==> config.mk <==
export PLATFORM = sky130hd
export DESIGN_NAME = paddle_conditioner
export DESIGN_NICKNAME = d
export VERILOG_FILES = /design/src/rtl/paddle_conditioner.sv
export SDC_FILE = /design/constraint.sdc
export NUM_CORES = 1
export LEC_CHECK = 0
export ABC_AREA = 1
export BUFFER_PORTS_ARGS = -buffer_cell sky130_fd_sc_hd__buf_4
export CAP_MARGIN = 20
export CORE_MARGIN = 3
export CORE_UTILIZATION = 35
export CTS_CLUSTER_SIZE = 14
export DETAILED_ROUTE_END_ITERATION = 10
export SLEW_MARGIN = 10
export SYNTH_ARGS = -nofsm -noshare
export SYNTH_HDL_FRONTEND = slang
export SYNTH_SLANG_ARGS = --single-unit
==> constraint.sdc <==
create_clock -name i_clk -period 4.25 [get_ports i_clk]
set_input_delay 0.85 -clock i_clk [delete_from_list [all_inputs] [get_ports i_clk]]
set_output_delay 0.85 -clock i_clk [all_outputs]
set_load 0.01 [all_outputs]
==> src/rtl/paddle_conditioner.sv <==
// Paddle position conditioner: block-averages XADC samples, clamps to the playfield,
// and slews the paddle toward the target once per frame. Optional macro: PAD_DEADBAND_EN.
module paddle_conditioner #(
  parameter int         AVG_LOG2  = 2,
  parameter logic [9:0] PAD_MAX   = 10'd520,
  parameter logic [9:0] PAD_RESET = 10'd260,
  parameter logic [9:0] MAX_STEP  = 10'd8,
  parameter logic [9:0] DEADBAND  = 10'd3
) (
  input  logic        i_clk,
  input  logic        i_reset,
  input  logic [15:0] i_adc_sample,
  input  logic        i_adc_valid,
  input  logic        i_frame,
  output logic [9:0]  o_pad,
  output logic        o_pad_valid,
  output logic        o_settled
);

  localparam int ACC_W = 10 + AVG_LOG2;
  localparam logic [AVG_LOG2-1:0] CNT_LAST = '1;
`ifdef PAD_DEADBAND_EN
  localparam bit DB_EN = 1'b1;
`else
  localparam bit DB_EN = 1'b0;
`endif

  typedef enum logic {WAIT_FIRST = 1'b0, TRACK = 1'b1} state_t;

  state_t              r_state, w_state_nxt;
  logic [ACC_W-1:0]    r_acc;
  logic [AVG_LOG2-1:0] r_cnt;
  logic [9:0]          r_target, r_pad;
  logic                r_pad_valid, r_settled;

  logic [9:0]       w_s, w_avg, w_cand, w_cand_dist, w_pad_gap, w_step;
  logic [9:0]       w_target_nxt, w_pad_nxt;
  logic [ACC_W-1:0] w_sum;
  logic             w_blk_done, w_settled_nxt;
  logic             w_unused_lsb;

  // Negative-flagged conversions count as zero-valued samples, not dropped ones.
  assign w_s          = i_adc_sample[15] ? 10'd0 : i_adc_sample[14:5];
  assign w_unused_lsb = ^i_adc_sample[4:0];

  assign w_sum      = r_acc + ACC_W'(w_s);
  assign w_blk_done = i_adc_valid && (r_cnt == CNT_LAST);
  assign w_avg      = w_sum[ACC_W-1:AVG_LOG2];
  assign w_cand     = (w_avg > PAD_MAX) ? PAD_MAX : w_avg;

  assign w_cand_dist = (w_cand >= r_target) ? (w_cand - r_target) : (r_target - w_cand);
  assign w_pad_gap   = (r_target >= r_pad) ? (r_target - r_pad) : (r_pad - r_target);
  assign w_step      = (w_pad_gap > MAX_STEP) ? MAX_STEP : w_pad_gap;

  always_ff @(posedge i_clk) begin
    if (!i_reset) begin
      r_acc <= '0;
      r_cnt <= '0;
    end else if (i_adc_valid) begin
      if (w_blk_done) begin
        r_acc <= '0;
        r_cnt <= '0;
      end else begin
        r_acc <= w_sum;
        r_cnt <= r_cnt + AVG_LOG2'(1);
      end
    end
  end

  // Slew always chases the pre-edge target, so a block completing on a frame
  // cycle only takes effect at the following frame.
  always_comb begin
    w_state_nxt  = r_state;
    w_target_nxt = r_target;
    w_pad_nxt    = r_pad;
    case (r_state)
      WAIT_FIRST: begin
        if (w_blk_done) begin
          w_target_nxt = w_cand;
          w_state_nxt  = TRACK;
        end
      end
      TRACK: begin
        if (w_blk_done && (!DB_EN || (w_cand_dist >= DEADBAND)))
          w_target_nxt = w_cand;
        if (i_frame)
          w_pad_nxt = (r_target >= r_pad) ? (r_pad + w_step) : (r_pad - w_step);
      end
      default: w_state_nxt = WAIT_FIRST;
    endcase
  end

  assign w_settled_nxt = (w_state_nxt == TRACK) && (w_pad_nxt == w_target_nxt);

  always_ff @(posedge i_clk) begin
    if (!i_reset) begin
      r_state     <= WAIT_FIRST;
      r_target    <= PAD_RESET;
      r_pad       <= PAD_RESET;
      r_pad_valid <= 1'b0;
      r_settled   <= 1'b0;
    end else begin
      r_state     <= w_state_nxt;
      r_target    <= w_target_nxt;
      r_pad       <= w_pad_nxt;
      r_pad_valid <= (w_state_nxt == TRACK);
      r_settled   <= w_settled_nxt;
    end
  end

  assign o_pad       = r_pad;
  assign o_pad_valid = r_pad_valid;
  assign o_settled   = r_settled;

endmodule
# Yosys cells after proc, flatten, opt, wreduce, memory -nomap -nowiden
# Index checks and enable logic that the tools add are counted.
# word_totals
input_bits	20
regBits	36
out_inout_bits	12
# op_classes
reduce_logical	2
magnitude_cmp	3
n_addsub	6
muxes	12
n_eq_ne	2
# op_table
cell	n
10-bit 2-to-1 mux	8
10-bit subtractor	3
12-bit by 10-bit adder with 12-bit output	1
12-bit 2-to-1 mux	1
10-bit adder	1
10-bit == test	1
10-bit greater-or-equal comparator	1
10-bit greater-than comparator, second input constant	1
10-bit by 4-bit greater-than comparator with 1-bit output, second input constant	1
2-bit by 1-bit adder with 2-bit output, second input constant	1
2-bit == test, second input constant	1
1-bit logical AND	2
1-bit 2-to-1 mux	2
2-bit 2-to-1 mux	1

# Depth between registers and ports, before layout
# logic_depth
depth_word	10
depth_mapped	42
ltp_nobuf	41

# Worst setup path after synthesis
# Ideal clock, no wire load.
# synth_timing
path_kind	reg2reg
from	reg r_pad[1], in the netlist o_pad[1]
to	reg r_settled, in the netlist o_settled
setup_time_ps	111
setup_slack_ps	-21
period_less_slack_ps	4271
path_stages_with_launch	33
t_required_ps	4139
arrival_time_ps	4159
cell_sequence	dfxtp_1 > inv_1 > fa_1 > nand2_2 > nand3_4 > a21oi_4 > nand2_1 > nand2_2 > nand2_1 > nor2_1 > nand4_1 > inv_1 > nand2_1 > nor2_1 > inv_1 > ha_1 > nor2_1 > xor2_1 > ha_1 > a21oi_1 > o21ai_0 > nand2_1 > o211ai_1 > nand2_1 > nand2_1 > a21oi_1 > inv_1 > nand3_1 > nand4_1 > nand2_1 > nand2_1 > nand3_1 > nor2_1
# synth_via
elab_chain_len	10
elab_cells_between_ends	13
# synth_rtl
item	line_no	text
start, declared	33	logic [9:0] r_target, r_pad;
start signal, assigned	105	r_pad <= w_pad_nxt;
10-bit subtractor / 10-bit greater-or-equal comparator (equally long branches)	52, 87	
10-bit 2-to-1 mux	52	assign w_pad_gap = (r_target >= r_pad) ? (r_target - r_pad) : (r_pad - r_target);
10-bit by 4-bit greater-than comparator with 1-bit output	53	assign w_step = (w_pad_gap > MAX_STEP) ? MAX_STEP : w_pad_gap;
10-bit 2-to-1 mux	53	
10-bit subtractor / 10-bit adder (equally long branches)	87	w_pad_nxt = (r_target >= r_pad) ? (r_pad + w_step) : (r_pad - w_step);
10-bit 2-to-1 mux	87	
10-bit 2-to-1 mux	86	if (i_frame)
10-bit 2-to-1 mux (*)	76	case (r_state)
10-bit == test (*)	93	assign w_settled_nxt = (w_state_nxt == TRACK) && (w_pad_nxt == w_target_nxt);
1-bit logical AND (*)	93	
end signal, assigned	107	r_settled <= w_settled_nxt;
end, declared	34	logic r_pad_valid, r_settled;
# Mark *: on every way between the ends. The rest lies on a longest branch, timed or not.
# A chain may end at the register's enable or synchronous reset.

# Worst setup path in the final report
# layout_timing
from	reg r_target[0]
to	reg r_settled, in the netlist o_settled
# layout_via
elab_chain_len	10
elab_cells_between_ends	14
# layout_rtl
item	line_no	text
start, declared	33	
start signal, assigned	104	r_target <= w_target_nxt;
10-bit subtractor / 10-bit greater-or-equal comparator (equally long branches)	52, 87	
10-bit 2-to-1 mux	52	
10-bit by 4-bit greater-than comparator with 1-bit output	53	
10-bit 2-to-1 mux	53	
10-bit subtractor / 10-bit adder (equally long branches)	87	
10-bit 2-to-1 mux	87	
10-bit 2-to-1 mux	86	
10-bit 2-to-1 mux	76	
10-bit == test (*)	93	
1-bit logical AND (*)	93	
# Marks and branches as above.

==> impl_metrics.yaml <==
synthesis:
  ys_seq_area_share_pct: 18.2
  synthCells: 679
  synth_edf_count: 0
  syn-num-nets: 744
  syn_area_um2: 3970
  synth-seq-cells: 36
  synth_area_per_cell_um2: 5.85
  yosys_warnings: 0
  async_flop_share_pct: 0
  synthFlopType: "dfxtp_1"
  synth_cell_types: 33
place:
  dp_slack_ps: -639
  gp_congestion: 0.863
  place_inst: 924
  hpwlAfterDp_um: 9290
  portBuffers: 26
worst_setup_path:
  r2r-start: "r_target[0]$_SDFF_PN0_"
  critPathRequiredTime_ps: 4420
  critPathMaxFanout: 7
  crit_path_start_kind: "flip-flop"
  r2r_end: "o_settled$_SDFF_PN0_"
  cpMaxStageDelayCell: "dfxtp_4"
  r2r_slack_ps: -150
  rr_worst_depth: 35
  cp-end-kind: "flip-flop"
  cp_slowest_stage_delay_ps: 370
  crit_top_cell: "nand2_1"
  worstSetupPathType: "flip-flop to flip-flop"
  crit_arrival_ps: 4570
cts:
  clk_latency_ps: 280
  ctsRootBufferMaster: "clkbuf_16"
  cts_buffer_depth: 2
  cts.sinks: 36
  htree_num_levels: 2
  cts_tree: "built"
  cts_buffers: 5
  clkTransAtPathRegs_ps: 50
  holdBufCountCts: 0
status:
  outcome: "complete, but fails checks"
  violations: "setup timing"
floorplanning:
  io_pins: 32
  die-area_um2: 12700
  core_area_um2: 11000
  num_rows: 38
  die_width_um: 112
  initial_core_util_pct: 36.1
  die_h_um: 112
timing:
  finalHoldViolations: 0
  fin_crit_sh_pct: 103
  setup_tns_ps: -268
  fmax_ghz: 0.227
  layout_setup_ws_ps: -147
  timing.hold.ws_ps: 473
  slew_viol_final: 0
  rsz0062_at_grt: "yes"
  worst_pin_slew_ps: 1030
  clock_skew_ps: 6.21
  final-setup-viol-count: 2
  fin_crit_ps: 4400
  maxSlewHeadroom_pct: 31.4
pwr:
  power.switching_w: 0.000427
  combPwrFrac_pct: 39.3
  p_leak_nw: 3.10
  power_density_nw_per_um2: 221
  swShare_pct: 33.6
  cell_internal_pwr_w: 0.000844
  peakVddDrop_v: 0.000189
  p_clk_share_pct: 32.6
  seq_power_share_pct: 28.2
detailed_routing:
  drt_iter0_markers: 165
  post_drt_wl_per_cell_um: 12.7
  ant_nets: 0
  firstDrtPassIters: 4
  vias: 4561
  drc_errors: 0
  viasPerCell: 4.79
  drt_wl_total_um: 12100
grt:
  grt_util_met1_pct: 22.1
  grt_pass1_wl_um: 19600
  met2_usage_pct: 34.2
  grt_pass1_vias: 4445
  grt_max_degree: 32
  use_met3_pct: 1.67
  track_usage_pct: 18.6
  top_usage_layer: "met2"
  antenna_found_initial: 0
  grt_overflow_total: 0
worst_hold_path:
  worstHoldEndpoint: "r_acc[7]$_SDFFE_PN0P_"
  hp-class: "flip-flop to flip-flop"
  hold_path.startpoint: "r_acc[7]$_SDFFE_PN0P_"
  hold_depth: 2
finish:
  final_cell_mix: "nand2_1 (207), buf_4 (130), inv_1 (104), nor2_1 (54), nand3_1 (41)"
  final_nets: 877
  final_common_cell: "nand2_1"
  area_delta_synth_final_pct: 45.1
  drive_gt1_share_pct: 32.0
  fin_cells: 953
  n_antenna_cell: 0
job:
  cap_violations: 0
cells by family (layout without fill, tap and decap cells):
family | after synthesis | in the layout | share of synthesized area (%)
buf+inv | 129 | 263 | 12.8
simple gates | 383 | 383 | 41.5
flops | 36 | 36 | 18.2
xor+xnor | 12 | 12 | 2.65
fa+ha+maj | 45 | 45 | 14.9
compound gates | 74 | 74 | 10.0
metal layers:
metal	vias to the layer above	wire length (µm)
met5	-	0
met4	0	384
met3	30	316
met2	78	6360
met1	2068	5060
li1	2385	-
worst max-delay path by stage:
stage                      startpoint                   end  cells after the start
6_report       r_target[0]$_SDFF_PN0_  o_settled$_SDFF_PN0_                     35
3_3_place_gp   r_target[0]$_SDFF_PN0_  o_settled$_SDFF_PN0_                     37
3_5_place_dp   r_target[0]$_SDFF_PN0_  o_settled$_SDFF_PN0_                     37
4_1_cts        r_target[0]$_SDFF_PN0_  o_settled$_SDFF_PN0_                     37
5_1_grt        r_target[0]$_SDFF_PN0_  o_settled$_SDFF_PN0_                     35
2_1_floorplan     o_pad[4]$_SDFF_PN0_  o_settled$_SDFF_PN0_                     35
synthesized netlist by cell type, types with 2 or more instances:
| master | n | area share [%] |
|---|---|---|
| a21oi_1 | 39 | 4.9 |
| o21ai_0 | 25 | 3.2 |
| nand2_2 | 13 | 2.0 |
| nor3_1 | 4 | 0.50 |
| nand3_2 | 3 | 0.76 |
| ha_1 | 41 | 13 |
| nand3_1 | 48 | 6.1 |
| nor2_1 | 61 | 5.8 |
| fa_1 | 4 | 2.0 |
| dfxtp_1 | 36 | 18 |
| inv_1 | 117 | 11 |
| xnor2_1 | 4 | 0.88 |
| nand4_1 | 11 | 1.7 |
| buf_2 | 2 | 0.25 |
| nor2_2 | 5 | 0.79 |
| o211ai_1 | 2 | 0.38 |
| nand2_1 | 227 | 21 |
| clkbuf_1 | 7 | 0.66 |
| nand3b_1 | 6 | 1.1 |
| xor2_1 | 8 | 1.8 |
| or2_2 | 3 | 0.47 |
| o22ai_1 | 2 | 0.32 |
power groups by stage:
stage                     sequential (W)  clock [W]  combinational [W]
after global placement          0.000364          0           0.000405
after detailed placement        0.000365          0           0.000417
after floorplan                 0.000364          0           0.000273
after global routing            0.000359   0.000433           0.000556
after CTS                       0.000358   0.000418           0.000463
final                           0.000358   0.000414           0.000499
final cells by class:
class | instances | area, µm²
clock buffers | 6 | 129
clock inverters | 2 | 35.0
fillers | 1103 | 5230
inverters | 118 | 448
multi-input cells | 514 | 3170
flip-flops and latches | 36 | 736
well taps | 140 | 175
repair buffers | 137 | 1060
flip-flops by register name, indices dropped and copies added (netlist names):
| register | count |
|---|---|
| r_acc | 12 |
| r_cnt | 2 |
| r_target | 10 |
| o_pad | 10 |
| o_settled | 1 |
| o_pad_valid | 1 |
metrics by stage:
stage               cell area [µm²]  util, %  total power [W]
floorplan                      3970        -         0.000636
global placement               4950     45.1         0.000769
detailed placement             4950     45.1         0.000782
CTS                            5440     49.5          0.00124
global route                   5760     52.4          0.00135
finish                         5760     52.4          0.00127
critical path, delay by kind of cell (launching register included):
kind	cells	cell delay (ps)
xor gates and xnor gates	1	230
adders and majority gates	4	900
and+or+nand+nor	20	1660
buffers and inverters	5	410
AOI/OAI and AO/OA	5	700
DFF	1	370
what timing repair did:
| item | CTS | global route |
|---|---|---|
| pin swaps | 37 | 37 |
| setup buffers | 13 | 8 |
| gates resized for setup | 55 | 67 |
| endpoints found under the setup margin | 7 | 10 |
No activity file was read; power rests on OpenSTA's default activity.
